`config.mk`:
```
export PLATFORM = sky130hd
export DESIGN_NAME = if_id_stall_reg
export DESIGN_NICKNAME = d
export VERILOG_FILES = /design/src/rtl/cpu_pkg.sv /design/src/rtl/stall_watchdog.sv /design/src/rtl/if_id_stall_reg.sv
export SDC_FILE = /design/constraint.sdc
export NUM_CORES = 1
export LEC_CHECK = 0
export ABC_AREA = 1
export ABC_CLOCK_PERIOD_IN_PS = 3500
export BUFFER_PORTS_ARGS = -buffer_cell sky130_fd_sc_hd__buf_2
export CORE_ASPECT_RATIO = 1.1
export CORE_MARGIN = 2
export CORE_UTILIZATION = 40
export DETAILED_ROUTE_END_ITERATION = 10
export PLACE_DENSITY = 0.69
export SLEW_MARGIN = 30
export SYNTH_ARGS = -nofsm -noshare
export SYNTH_HDL_FRONTEND = slang
export SYNTH_HIERARCHICAL = 1
export SYNTH_SLANG_ARGS = --single-unit
```
`constraint.sdc`:
```
create_clock -name clk -period 3.5 [get_ports clk]
set_input_delay 0.7 -clock clk [delete_from_list [all_inputs] [get_ports clk]]
set_output_delay 0.7 -clock clk [all_outputs]
set_load 0.02 [all_outputs]
```
`src/rtl/cpu_pkg.sv`:
```
`default_nettype none
// ============================================================================
// Module  : cpu_pkg
// Purpose : Shared CPU constants: major opcodes, the bubble instruction
//           word, and the RUN/STALL state encoding of the IF/ID stall
//           controller.
// Rev     : 1.0  initial release
// ============================================================================
package cpu_pkg;

  localparam logic [5:0] OP_RTYPE = 6'b000000;
  localparam logic [5:0] OP_ADDI  = 6'b001000;
  localparam logic [5:0] OP_LW    = 6'b100011;
  localparam logic [5:0] OP_J     = 6'b000010;
  localparam logic [5:0] OP_NOP   = 6'b111111;

  // Bubble word. Opcode 111111 matches no writer opcode, so a bubble can never
  // look like a register writer to the downstream hazard compare. An all-zero
  // word would decode as an R-type write to r0, so it is not used.
  localparam logic [31:0] NOP_INSTR = {OP_NOP, 26'd0};

  typedef enum logic [0:0] {
    ST_RUN   = 1'b0,
    ST_STALL = 1'b1
  } stall_state_t;

endpackage
`default_nettype wire

```
`src/rtl/stall_watchdog.sv`:
```
`default_nettype none
// ============================================================================
// Module  : stall_watchdog
// Purpose : Saturating consecutive-stall counter with a sticky error flag.
//           The flag is set on the stall edge that takes the count past
//           MAX_STALL, and only rst clears it.
// Ports   : clk, rst       - clock, synchronous active-high reset
//           stall_now      - the pipeline holds this cycle
//           clear          - restart the count (stall run ended)
//           stall_err      - sticky watchdog flag
// Rev     : 1.0  initial release
// ============================================================================
module stall_watchdog #(
  parameter int MAX_STALL = 7,
  parameter int CNT_W     = 4
) (
  input  logic clk,
  input  logic rst,
  input  logic stall_now,
  input  logic clear,
  output logic stall_err
);

  localparam logic [CNT_W-1:0] C_CNT_MAX  = {CNT_W{1'b1}};
  localparam logic [CNT_W-1:0] C_CNT_TRIP = CNT_W'(MAX_STALL);

  logic [CNT_W-1:0] r_cnt;
  logic             r_err;

  always_ff @(posedge clk) begin
    if (rst) begin
      r_cnt <= '0;
      r_err <= 1'b0;
    end else if (stall_now) begin
      r_cnt <= (r_cnt == C_CNT_MAX) ? r_cnt : r_cnt + 1'b1;
      // This edge moves the count to MAX_STALL+1. Comparing the current
      // value keeps the check valid when MAX_STALL+1 equals 2^CNT_W.
      if (r_cnt == C_CNT_TRIP) begin
        r_err <= 1'b1;
      end
    end else if (clear) begin
      r_cnt <= '0;
    end
  end

  assign stall_err = r_err;

endmodule
`default_nettype wire

```
`src/rtl/if_id_stall_reg.sv`:
```
`default_nettype none
// ============================================================================
// Module  : if_id_stall_reg
// Purpose : IF/ID pipeline register with hazard-driven stall control. It
//           holds the step-2 instruction and decodes the fields used by the
//           hazard detector. It also consumes is_hazard in the same cycle to
//           freeze the PC and this register and to request an ID/EX bubble.
//           A watchdog flags a stall run longer than MAX_STALL cycles.
// Ports   : clk, rst (sync, active high); instr_in, pc_plus4_in, is_hazard,
//           flush inputs; instr_step_2, pc_plus4_step_2, opcode_step_2, rs,
//           rt, rd, valid_step_2, pc_we, bubble_step_3, stall_err outputs.
// Option  : IF_ID_STALL_PERF_EN adds perf_stall_cycles / perf_hazard_events.
// Rev     : 1.0  initial release
// ============================================================================
module if_id_stall_reg
  import cpu_pkg::*;
#(
  parameter int MAX_STALL = 7,
  parameter int CNT_W     = 4
) (
  input  logic        clk,
  input  logic        rst,
  input  logic [31:0] instr_in,
  input  logic [31:0] pc_plus4_in,
  input  logic        is_hazard,
  input  logic        flush,
  output logic [31:0] instr_step_2,
  output logic [31:0] pc_plus4_step_2,
  output logic [5:0]  opcode_step_2,
  output logic [4:0]  rs,
  output logic [4:0]  rt,
  output logic [4:0]  rd,
  output logic        valid_step_2,
  output logic        pc_we,
  output logic        bubble_step_3,
`ifdef IF_ID_STALL_PERF_EN
  output logic [31:0] perf_stall_cycles,
  output logic [31:0] perf_hazard_events,
`endif
  output logic        stall_err
);

  logic [31:0]  r_instr;
  logic [31:0]  r_pc_plus4;
  logic         r_valid;
  stall_state_t r_state;
  stall_state_t w_state_next;
  logic         w_stall_now;

  // A hazard only matters for a real instruction, and a redirect takes
  // priority because the flushed instruction will never issue.
  assign w_stall_now   = is_hazard & r_valid & ~flush;
  assign pc_we         = ~w_stall_now;
  assign bubble_step_3 = w_stall_now | flush | ~r_valid;

  always_ff @(posedge clk) begin
    if (rst) begin
      r_state <= ST_RUN;
    end else begin
      r_state <= w_state_next;
    end
  end

  always_comb begin
    w_state_next = ST_RUN;
    if (!flush && w_stall_now) begin
      w_state_next = ST_STALL;
    end
  end

  always_ff @(posedge clk) begin
    if (rst) begin
      r_instr    <= NOP_INSTR;
      r_pc_plus4 <= 32'd0;
      r_valid    <= 1'b0;
    end else if (flush) begin
      r_instr    <= NOP_INSTR;
      r_valid    <= 1'b0;
    end else if (!w_stall_now) begin
      r_instr    <= instr_in;
      r_pc_plus4 <= pc_plus4_in;
      r_valid    <= 1'b1;
    end
  end

  assign instr_step_2    = r_instr;
  assign pc_plus4_step_2 = r_pc_plus4;
  assign valid_step_2    = r_valid;
  assign opcode_step_2   = r_instr[31:26];
  assign rs              = r_instr[25:21];
  assign rt              = r_instr[20:16];
  assign rd              = r_instr[15:11];

  stall_watchdog #(
    .MAX_STALL (MAX_STALL),
    .CNT_W     (CNT_W)
  ) u_watchdog (
    .clk       (clk),
    .rst       (rst),
    .stall_now (w_stall_now),
    .clear     (~w_stall_now),
    .stall_err (stall_err)
  );

`ifdef IF_ID_STALL_PERF_EN
  logic [31:0] r_perf_stall;
  logic [31:0] r_perf_events;

  always_ff @(posedge clk) begin
    if (rst) begin
      r_perf_stall  <= 32'd0;
      r_perf_events <= 32'd0;
    end else begin
      if (w_stall_now) begin
        r_perf_stall <= r_perf_stall + 32'd1;
      end
      if (r_state == ST_RUN && w_state_next == ST_STALL) begin
        r_perf_events <= r_perf_events + 32'd1;
      end
    end
  end

  assign perf_stall_cycles  = r_perf_stall;
  assign perf_hazard_events = r_perf_events;
`else
  // Without the perf counters nothing reads the state register.
  logic w_state_unused;
  assign w_state_unused = r_state[0] ^ w_state_next[0];
`endif

endmodule
`default_nettype wire

```
==> flow_metrics.env <==
export IMPL_outcome="complete, no violations"
export IMPL_route_detailed_drc=0
export IMPL_core_um2=7473
export IMPL_yosys_area_share_simple=0.3028
export IMPL_fin_crit_sh=0.7108
export IMPL_globalRouteOverflowTotal=0
export IMPL_post_cts_buffers=0
export IMPL_grt_pass1_vias=2664
export IMPL_seq_area_um2=1401
export IMPL_pwr_share_clk=0.330
export IMPL_clockBufferDepth=2
export IMPL_wl_per_cell_um=10.44
export IMPL_fin_crit_ns=2.488
export IMPL_cts_resized=0
export IMPL_final_common_cell="buf_2"
export IMPL_ir_drop_mv=0.1905
export IMPL_area_growth_pct=26.44
export IMPL_final_layout_size_suffix_gt1_frac=0.3159
export IMPL_swShare=0.2792
export IMPL_crit_required_ns=2.80
export IMPL_synth_cell_types=19
export IMPL_dr_first_iter_drc_count=79
export IMPL_synthXorXnorAreaFrac=0
export IMPL_pre_cts_ws_ns=1.001
export IMPL_pwr_share_seq=0.496
export IMPL_synth_top_family_by_area="simple AND/OR/NAND/NOR gates"
export IMPL_drt_pass1_iterations=4
export IMPL_netlist_instances=448
export IMPL_dpl_cell_area_um2=3745
export IMPL_io_buffers=156
export IMPL_fin_cells=678
export IMPL_ant_nets=0
export IMPL_clk_latency_ns=0.34
export IMPL_cap_violations=0
export IMPL_fp_dieW_um=87.93
export IMPL_synth_nets=517
export IMPL_rsz0062_at_grt="false"
export IMPL_clock_sinks=70
export IMPL_dpl_hpwl_mm=4.950
export IMPL_power_density_nw_per_um2=447.5
export IMPL_synth_area_um2=3099
export IMPL_viasPerCell=4.447
export IMPL_synthAdderAreaFrac=0.004037
export IMPL_path_clk_slew_ns=0.06
export IMPL_hold_buffers=0
export IMPL_finalHoldViolCount=0
export IMPL_finClkSkew_ns=0.005237
export IMPL_die_y_um=96.32
export IMPL_relSlewSlack=0.5967
export IMPL_grt_antenna_before_repair=0
export IMPL_grt_max_degree=66
export IMPL_numCtsBuffers=9
export IMPL_dr_total_vias=3015
export IMPL_arrival_ns=1.79
export IMPL_worstMarginPinSlew_ns=0.6050
export IMPL_slew_violations=0
export IMPL_worstSetupEndpointType="primary output"
export IMPL_combPwrFrac=0.174
export IMPL_fill_cells=800
export IMPL_p_switching_uw=489.5
export IMPL_avgSynthCellArea_um2=6.918
export IMPL_setup_viol=0
export IMPL_p_int_mw=1.264
export IMPL_nets=639
export IMPL_yosys_register_bits=70
export IMPL_diodes=0
export IMPL_die_area_um2=8469
export IMPL_cts_root_buf="clkbuf_8"
export IMPL_worstHoldPathType="reg2reg"
export IMPL_postLayoutCellArea_um2=3919
export IMPL_multi_input_area_um2=1191
export IMPL_yosys_top_cells_area="dfxtp_1 45%, nand2_1 11%, nor2_1 8.8%"
export IMPL_post_place_cells=664
export IMPL_ys_seq_area_frac=0.4522
export IMPL_rows=33
export IMPL_yosys_area_top_type="dfxtp_1"
export IMPL_p_leak_nw=2.200
export IMPL_grt_pass1_wl_mm=11.13
export IMPL_setup_ws_ns=1.012
export IMPL_synth_compound_area_frac=0.07428
export IMPL_startpoint_type="input port"
export IMPL_yosysTopAreaCellShare=0.4522
export IMPL_synth_warning_count=6
export IMPL_critPathMaxFanout=51
export IMPL_grt_util_all_layers=0.1655
export IMPL_start_util=0.4147
export IMPL_final_cell_mix="156 x buf_2, 88 x nand2_1, 72 x nor2_1"
export IMPL_io_pins=157
export IMPL_place_gp_congestion=0.7436
export IMPL_htree_levels=3
export IMPL_synthMuxAreaShare=0
export IMPL_max_freq_mhz=402.0
export IMPL_finalSetupTns_ns=0
export IMPL_tritoncts="yes"
export IMPL_routed_wl_mm=7.075
export IMPL_path_class="in2out"
-- power by group through the flow --
stage	combinational (mW)	sequential, mW	clock [mW]
floorplan	0.158	0.943	0
CTS	0.311	0.870	0.600
global route	0.343	0.874	0.633
global placement	0.307	0.885	0
finish	0.306	0.869	0.578
detailed placement	0.310	0.887	0
-- worst max-delay path: stages --
cell	delay, ns
buf_2	0.10
nand2_4	0.26
nor2_2	0.16
buf_4	0.27
inv_1	0.11
buf_2	0.17
-- flip-flops by register name, summed over array words and instances (netlist names) --
signal / flops
instr_step_2: 32
u_watchdog/stall_err: 1
valid_step_2: 1
pc_plus4_step_2: 32
u_watchdog/r_cnt: 4
-- metal layers --
layer  up-vias  track usage  wire length (um)
met1      1306       0.1860              3048
met2        98       0.2872              3353
met3         8      0.05832               587
met4         0      0.06154                84
met5         -            0                 0
li1       1603            -                 -
-- cell usage after synthesis (all sizes together) --
cell type,n
nor3,17
nand3,43
ha,1
nand2,90
a21oi,37
buf,38
nor2,74
clkbuf,11
nand4,1
inv,56
o21ai,9
dfxtp,70
or2,1
-- cells by family after synthesis --
kind of cell	after synthesis
fa+ha+maj	1
flops	70
compound gates	46
simple gates	226
buf+inv	105
-- cell type report --
type | instances | area share
Inverter | 56 | 0.05364
Sequential cell | 70 | 0.3576
Multi-Input combinational cell | 273 | 0.3040
Timing Repair Buffer | 160 | 0.2069
Tap cell | 105 | 0.03352
Clock inverter | 1 | 0.001277
Clock buffer | 13 | 0.04310
-- stage by stage --
stage	hold WS (ns)	total power, mW	util
5_1_grt	0.5115	1.850	0.5244
3_5_place_dp	0.4605	1.197	0.5011
3_3_place_gp	0.4504	1.192	0.5011
2_1_floorplan	0.4499	1.100	-
6_report	0.4755	1.754	0.5244
4_1_cts	0.4783	1.781	0.5244
-- final timing paths --
| kind | depth (start not counted) | slack [ns] | startpoint | end |
|---|---|---|---|---|
| max reg2reg | 8 | 1.77 | valid_step_2 | u_watchdog/r_cnt[3] |
| max | 6 | 1.01 | is_hazard | pc_we |
| min reg2reg | 2 | 0.48 | instr_step_2[26] | instr_step_2[26] |
| min | 2 | 0.48 | instr_step_2[26] | instr_step_2[26] |
No activity file was read; power rests on OpenSTA's default activity.
